[src/rtl/alu_pkg.sv]
// Shared constants for the ALU operand/opcode entry sequencer.
package alu_pkg;

  localparam int DATA_W = 4;
  localparam int OP_W   = 3;

  typedef enum logic [2:0] {
    S_A    = 3'd0,
    S_B    = 3'd1,
    S_OP   = 3'd2,
    S_EXEC = 3'd3,
    S_SHOW = 3'd4
  } state_e;

  localparam logic [OP_W-1:0] OP_ADD = 3'b000;
  localparam logic [OP_W-1:0] OP_SUB = 3'b001;
  localparam logic [OP_W-1:0] OP_NOT = 3'b010;
  localparam logic [OP_W-1:0] OP_AND = 3'b011;
  localparam logic [OP_W-1:0] OP_OR  = 3'b100;
  localparam logic [OP_W-1:0] OP_XOR = 3'b101;
  localparam logic [OP_W-1:0] OP_RSV = 3'b110;
  localparam logic [OP_W-1:0] OP_EQ  = 3'b111;

endpackage

[src/rtl/btn_debounce.sv]
// Push-button conditioner: 2-flop synchronizer, stability counter and
// rising-edge pulse. The level only moves after DEBOUNCE_CYCLES consecutive
// synchronized samples that disagree with it.
module btn_debounce #(
  parameter int DEBOUNCE_CYCLES = 16
) (
  input  logic clk,
  input  logic rst_n,
  input  logic btn_i,
  output logic level_o,
  output logic press_o
);

  localparam int CNT_W = $clog2(DEBOUNCE_CYCLES + 1);
  localparam logic [CNT_W-1:0] CNT_LAST = CNT_W'(DEBOUNCE_CYCLES - 1);
  localparam logic [CNT_W-1:0] CNT_ONE  = CNT_W'(1);

  logic             sync1_q, sync2_q;
  logic             level_q, level_d;
  logic             level_dly_q;
  logic [CNT_W-1:0] cnt_q, cnt_d;

  // Counter runs only while the synchronized input disagrees with the level.
  always_comb begin
    cnt_d   = '0;
    level_d = level_q;
    if (sync2_q != level_q) begin
      if (cnt_q == CNT_LAST) begin
        level_d = ~level_q;
        cnt_d   = '0;
      end else begin
        cnt_d = cnt_q + CNT_ONE;
      end
    end
  end

  // Synchronizer, debounced level and its one-cycle delayed copy.
  always_ff @(posedge clk or negedge rst_n) begin
    if (!rst_n) begin
      sync1_q     <= 1'b0;
      sync2_q     <= 1'b0;
      level_q     <= 1'b0;
      level_dly_q <= 1'b0;
      cnt_q       <= '0;
    end else begin
      sync1_q     <= btn_i;
      sync2_q     <= sync1_q;
      level_q     <= level_d;
      level_dly_q <= level_q;
      cnt_q       <= cnt_d;
    end
  end

  assign level_o = level_q;
  assign press_o = level_q & ~level_dly_q;

endmodule

[src/rtl/alu_cmd_seq.sv]
// Operand/opcode entry sequencer for the board ALU.
//
//   state  | meaning
//   S_A    | waiting for press to latch operand A from sw
//   S_B    | waiting for press to latch operand B from sw
//   S_OP   | waiting for press to latch opcode from sw[2:0]
//   S_EXEC | one cycle: ALU result has settled, capture it
//   S_SHOW | result displayed; press returns to S_A
//
// Codes 5..7 are never entered; if seen they fall back to S_A.
module alu_cmd_seq
  import alu_pkg::*;
#(
  parameter int DEBOUNCE_CYCLES = 16
) (
  input  logic              clk,
  input  logic              rst_n,
  input  logic [DATA_W-1:0] sw,
  input  logic              btn,
  input  logic              clr,
  input  logic [DATA_W-1:0] res,
  output logic [DATA_W-1:0] alu_a,
  output logic [DATA_W-1:0] alu_b,
  output logic [OP_W-1:0]   alu_op,
  output logic [DATA_W-1:0] result,
  output logic              result_valid,
  output logic [2:0]        state
);

  logic press;
  logic btn_level;

  state_e            state_q, state_d;
  logic [DATA_W-1:0] alu_a_q, alu_a_d;
  logic [DATA_W-1:0] alu_b_q, alu_b_d;
  logic [OP_W-1:0]   alu_op_q, alu_op_d;
  logic [DATA_W-1:0] result_q, result_d;
  logic              valid_q, valid_d;

  btn_debounce #(
    .DEBOUNCE_CYCLES(DEBOUNCE_CYCLES)
  ) u_btn_debounce (
    .clk    (clk),
    .rst_n  (rst_n),
    .btn_i  (btn),
    .level_o(btn_level),
    .press_o(press)
  );

  // Next-state and register updates; clr overrides any press this cycle.
  always_comb begin
    state_d  = state_q;
    alu_a_d  = alu_a_q;
    alu_b_d  = alu_b_q;
    alu_op_d = alu_op_q;
    result_d = result_q;
    valid_d  = valid_q;
    if (clr) begin
      state_d  = S_A;
      alu_a_d  = '0;
      alu_b_d  = '0;
      alu_op_d = '0;
      result_d = '0;
      valid_d  = 1'b0;
    end else begin
      case (state_q)
        S_A: begin
          if (press) begin
            alu_a_d = sw;
            state_d = S_B;
          end
        end
        S_B: begin
          if (press) begin
            alu_b_d = sw;
            state_d = S_OP;
          end
        end
        S_OP: begin
          if (press) begin
            alu_op_d = sw[OP_W-1:0];
            state_d  = S_EXEC;
          end
        end
        S_EXEC: begin
          result_d = res;
          valid_d  = 1'b1;
          state_d  = S_SHOW;
        end
        S_SHOW: begin
          if (press) begin
            valid_d = 1'b0;
            state_d = S_A;
          end
        end
        default: state_d = S_A;
      endcase
    end
  end

  // State and datapath registers.
  always_ff @(posedge clk or negedge rst_n) begin
    if (!rst_n) begin
      state_q  <= S_A;
      alu_a_q  <= '0;
      alu_b_q  <= '0;
      alu_op_q <= '0;
      result_q <= '0;
      valid_q  <= 1'b0;
    end else begin
      state_q  <= state_d;
      alu_a_q  <= alu_a_d;
      alu_b_q  <= alu_b_d;
      alu_op_q <= alu_op_d;
      result_q <= result_d;
      valid_q  <= valid_d;
    end
  end

  assign alu_a        = alu_a_q;
  assign alu_b        = alu_b_q;
  assign alu_op       = alu_op_q;
  assign result       = result_q;
  assign result_valid = valid_q;
  assign state        = state_q;

endmodule

[config.mk]
export PLATFORM = sky130hd
export DESIGN_NAME = alu_cmd_seq
export DESIGN_NICKNAME = d
export VERILOG_FILES = /design/src/rtl/alu_pkg.sv /design/src/rtl/btn_debounce.sv /design/src/rtl/alu_cmd_seq.sv
export SDC_FILE = /design/constraint.sdc
export NUM_CORES = 1
export LEC_CHECK = 0
export BUFFER_PORTS_ARGS = -buffer_cell sky130_fd_sc_hd__buf_4
export CORE_UTILIZATION = 47
export CTS_CLUSTER_DIAMETER = 150
export DETAILED_ROUTE_END_ITERATION = 12
export GPL_TIMING_DRIVEN = 0
export PLACE_DENSITY = 0.74
export SLEW_MARGIN = 0
export SYNTH_ARGS = -nofsm -noshare
export SYNTH_HDL_FRONTEND = slang
export SYNTH_HIERARCHICAL = 1
export SYNTH_SLANG_ARGS = --single-unit
export TNS_END_PERCENT = 50
[constraint.sdc]
create_clock -name clk -period 1.3 [get_ports clk]
set_input_delay 0.26 -clock clk [delete_from_list [all_inputs] [get_ports clk]]
set_output_delay 0.26 -clock clk [all_outputs]
set_load 0.01 [all_outputs]
# == After elaboration in Yosys (flattened, before gate mapping) ==
# Index checks and enable logic that the tools add are counted.
# Widths: inputs -> output; s select.
# totals
register_bits,28
in_bits,12
out_inout_bits,19
elab_cells,59
# classes
n_addsub,1
n_eq_ne,10
n_mux,21
n_bitwise,3
n_reduce_logical,13
# op_table
op,count
$mux 4,7
$mux 3,8
$pmux 3 s5,1
$ne 3x3->1 const B,4
$mux 5,2
$reduce_and 2->1,5
$reduce_bool 2->1,5
$eq 3x2->1 const B,2
$add 5x1->5 const B,1
$eq 5x4->1 const B,1
$reduce_and 4->1,1
$eq 3x1->1 const B,1
$eq 3x3->1 const B,1
$logic_not 3->1,1
$reduce_bool 3->1,1
$mux 1,2
$not 1->1,2
$pmux 1 s2,1
$and 1x1->1,1
$ne 1x1->1,1

# == Depth between registers and ports, before layout ==
# logic_depth
depth_word,5
depth_mapped,4
mapped_depth_nobuf,4

# == Hierarchy ==
# Netlist, hierarchy kept.
# by_module_without_submodules
module,n_inst,cells_per_inst,area_each_um2,seq_area_each_um2
alu_cmd_seq,1,81,970.9,475.5
btn_debounce,1,25,340.3,225.2

# == Least setup slack after synthesis ==
# Ideal clock, no wire load.
# synth_path
path_type,register to register
startpoint,"register u_btn_debounce.level_q, in the netlist u_btn_debounce/level_o"
endpoint,"register alu_a_q[0], in the netlist alu_a[0]"
setup_time_ps,79
arrival_ps,1288
t_required_ps,1221
slack_ps,-68
stages_incl_launch_ff,4
path_buffers,0
period_less_slack_ps,1368
cell_sequence,dfrtp_1 > nor2b_1 > nor4b_4 > mux2i_1
# synth_between
elab_chain_len,3
# synth_lines
element,line_no,text
from (decl),btn_debounce.sv:19,"logic level_q, level_d;"
from (signal assigned),btn_debounce.sv:48,level_q <= level_d;
$and 1x1->1,btn_debounce.sv:55,assign press_o = level_q & ~level_dly_q;
via press,alu_cmd_seq.sv:30,logic press;
$reduce_bool 2->1 (no source line),-,
$reduce_and 2->1 (no source line),-,
to (signal assigned),alu_cmd_seq.sv:112,alu_a_q <= alu_a_d;
to (decl),alu_cmd_seq.sv:34,"logic [DATA_W-1:0] alu_a_q, alu_a_d;"
# The timed path passes the listed nets, and every way through them passes these cells.
# A chain may end at the register's enable or synchronous reset.

# == Final worst setup path ==
# layout_path
startpoint,"register state_q[0], in the netlist state[0]"
endpoint,"register alu_a_q[2], in the netlist alu_a[2]"
# layout_between
elab_chain_len,3
# layout_lines
element,line_no,text
from (decl),alu_cmd_seq.sv:33,"state_e state_q, state_d;"
from (signal assigned),alu_cmd_seq.sv:111,state_q <= state_d;
$logic_not 3->1,alu_cmd_seq.sv:66,case (state_q)
$reduce_bool 2->1 (no source line),-,
$reduce_and 2->1 (no source line),-,
# No other way between the ends.

==> flow_metrics.tcl <==
set metrics [dict create \
    p_sw_mw 0.311 \
    vias 894 \
    max_freq_mhz 782 \
    multi_input_comb_area_um2 574 \
    r2r_setup_slack_ps 20 \
    dp_hpwl_mm 1.71 \
    p_clk_share_pct 36.6 \
    min_delay_worst_endpoint "u_btn_debounce/sync1_q" \
    avgSynthCellArea_um2 12.4 \
    crit_type "register to register" \
    wl_per_cell_um 13.8 \
    crit_slowest_cell "dfrtp_1" \
    p_int_mw 1.24 \
    grt_max_degree 29 \
    r2r-end "alu_a[2]" \
    irDropWorstVdd_uv 661 \
    synthCells 106 \
    whs_ps 31.1 \
    cts_root_buffer "clkbuf_4" \
    tightest_slew_ps 386 \
    drt-total-wl_mm 2.43 \
    timing.final.max_slew_violations 0 \
    rsz0062_at_grt "yes" \
    report.power.total_mw 1.55 \
    power_frac_comb_pct 6.1 \
    clock_latency_ps 330 \
    cts_buffer_depth 2 \
    synth-warning-count 6 \
    final_util_pct 66.0 \
    holdPathStages 1 \
    cts_tree "done" \
    seq_area_frac_synth_pct 53.4 \
    io_buffers 30 \
    status "finished, final reports clean" \
    drc 0 \
    core.rowCount 18 \
    max_stage_delay_ps 440 \
    worstReg2RegStart "state[0]" \
    final_hold_viol_count 0 \
    gr-total-overflow 0 \
    period_share_pct 98.4 \
    setup_violations 0 \
    area_growth_pct 29.3 \
    synth_fp_nets 119 \
    initial_utilization_pct 51.1 \
    maxCapViolCount 0 \
    layout_commonest_cell "buf_4" \
    antenna_left 0 \
    fin_ws_ps 20.5 \
    finalWeightedCongestion 0.680 \
    endpoint_kind "register" \
    synth-edff-count 0 \
    fin_skew_ps 6.25 \
    die_x_um 54.8 \
    path_clk_slew_ps 150 \
    min_from "btn" \
    cp_data_arrival_time_ps 1540 \
    first_pass_iters 5 \
    hold_class "primary input to register" \
    fin_crit_ps 1280 \
    max-slew-margin-rel_pct 74.3 \
    swShare_pct 20.1 \
    cp_max_fo 10 \
    gr-usage-all-layers_pct 18.4 \
    pre_cts_slack_ps -205 \
    cp-start-kind "register" \
    p_seq_share_pct 57.3 \
    diodes 0 \
    ys_ff_latch 28 \
    ff_latch_area_um2 701 \
    power_leakage_nw 0.847 \
    grt_pass1_wl_mm 3.88 \
    drtIter0Drc 14 \
    die-area_um2 3010 \
    grt_pass1_vias 888 \
    die_h_um 54.8 \
    floorplan.io_pins 31 \
    reg2reg_depth 4 \
    crit_required_ps 1560 \
    synth-main-ff-cell "dfrtp_1" \
    fillCellCount 219 \
    netlist-cell-type-count 31 \
    cts_buffers 3 \
    vias_per_cell 5.08 \
    core_um2 2570 \
    cts_sinks 28 \
    power_density_nw_per_um2 916 \
    htree_levels 1 \
    crit_chain "buf_6, nor4b_4, buf_4, mux2i_1" \
    nets 160 \
    antenna_found_initial 0 \
    layout-drive-gt1-share_pct 37.7 \
    syn_area_um2 1310 \
    layout_common_cells "buf_4, dfrtp_1, nand2b_1" \
    async_reset_ff_share_pct 100 \
]
[synth_stat cells, types with 2 or more instances]
master | number | area, um2
nand2b_1 | 26 | 163
dfrtp_1 | 28 | 701
xor2_1 | 3 | 26.3
mux2i_1 | 15 | 150
buf_2 | 2 | 10.0
clkbuf_1 | 2 | 7.51
nor2_1 | 3 | 11.3
nand4bb_1 | 2 | 22.5
a211oi_1 | 2 | 15.0
inv_1 | 2 | 7.51
[layer usage]
layer | wire length [um] | GRT usage (%) | share of wire (%) | vias up
met1 | 1130 | 23.8 | 46 | 438
met5 | 0 | 0 | 0 | -
met4 | 16 | 6.41 | 0.66 | 0
li1 | - | - | - | 437
met2 | 1210 | 30.9 | 50 | 17
met3 | 69 | 2.78 | 2.8 | 2
[registers in the layout (all words and copies together), names as in the netlist, 3 cells and up]
signal and flops:
u_btn_debounce/cnt_q 5, alu_a 4, alu_b 4, result 4, alu_op 3, state 3
[how the worst max path moves through the flow]
stage                                      start       end  slack, ps  depth (start not counted)
after floorplan           u_btn_debounce/level_o  alu_a[0]         40                          3
after global placement    u_btn_debounce/level_o  alu_a[3]       -130                          3
after detailed placement  u_btn_debounce/level_o  alu_a[3]       -200                          3
after CTS                               state[0]  alu_a[3]         10                          4
after global routing                    state[0]  alu_a[2]        -70                          4
final                                   state[0]  alu_a[2]         20                          4
[power by group through the flow]
stage          registers, mW  logic, mW  clock network (mW)
6_report               0.890     0.0954               0.568
3_5_place_dp           0.906     0.0936                   0
2_1_floorplan          0.904     0.0405                   0
5_1_grt                0.891      0.110               0.599
3_3_place_gp           0.905     0.0917                   0
4_1_cts                0.890     0.0963               0.583
[stage by stage]
| step | cell area [um2] | cells | setup TNS [ps] |
|---|---|---|---|
| floorplan | 1310 | 106 | 0 |
| global placement | 1580 | 166 | -518 |
| detailed placement | 1580 | 166 | -1010 |
| CTS | 1670 | 174 | 0 |
| global route | 1700 | 176 | -235 |
| finish | 1700 | 176 | 0 |
[critical path, delay by kind of cell, from the launching register on]
kind,cells,cell delay (ps)
DFF,1,440
buffers and inverters,2,330
and+or+nand+nor,1,260
muxes,1,180
[timing repair]
| item | 4_1_cts | 5_1_grt |
|---|---|---|
| buffers inserted | 3 | 2 |
| hold buffers | 1 | 0 |
| resized for setup | 1 | 6 |
| setup endpoints to repair | 12 | 15 |
| endpoints found under the hold margin | 28 | 0 |
[area by class of cell]
| class | count | share of cell area (%) |
|---|---|---|
| tap | 30 | 2.21 |
| clock buffer | 3 | 1.33 |
| timing repair buffer | 36 | 16.1 |
| multi-input combinational | 69 | 33.9 |
| inverter | 2 | 0.443 |
| clock inverter | 1 | 1.77 |
| buffer | 7 | 2.95 |
| sequential | 28 | 41.3 |
[cells by family (layout without fill, tap and decap cells)]
| kind of cell | Yosys count | count (layout) | synth area share (%) |
|---|---|---|---|
| xor+xnor | 3 | 3 | 2.00 |
| flops | 28 | 28 | 53.4 |
| buf+inv | 9 | 49 | 3.72 |
| simple gates | 43 | 43 | 23.5 |
| fa+ha+maj | 1 | 1 | 0.954 |
| mux | 16 | 16 | 12.3 |
| compound gates | 6 | 6 | 4.10 |
(Power assumes the default switching activity.)
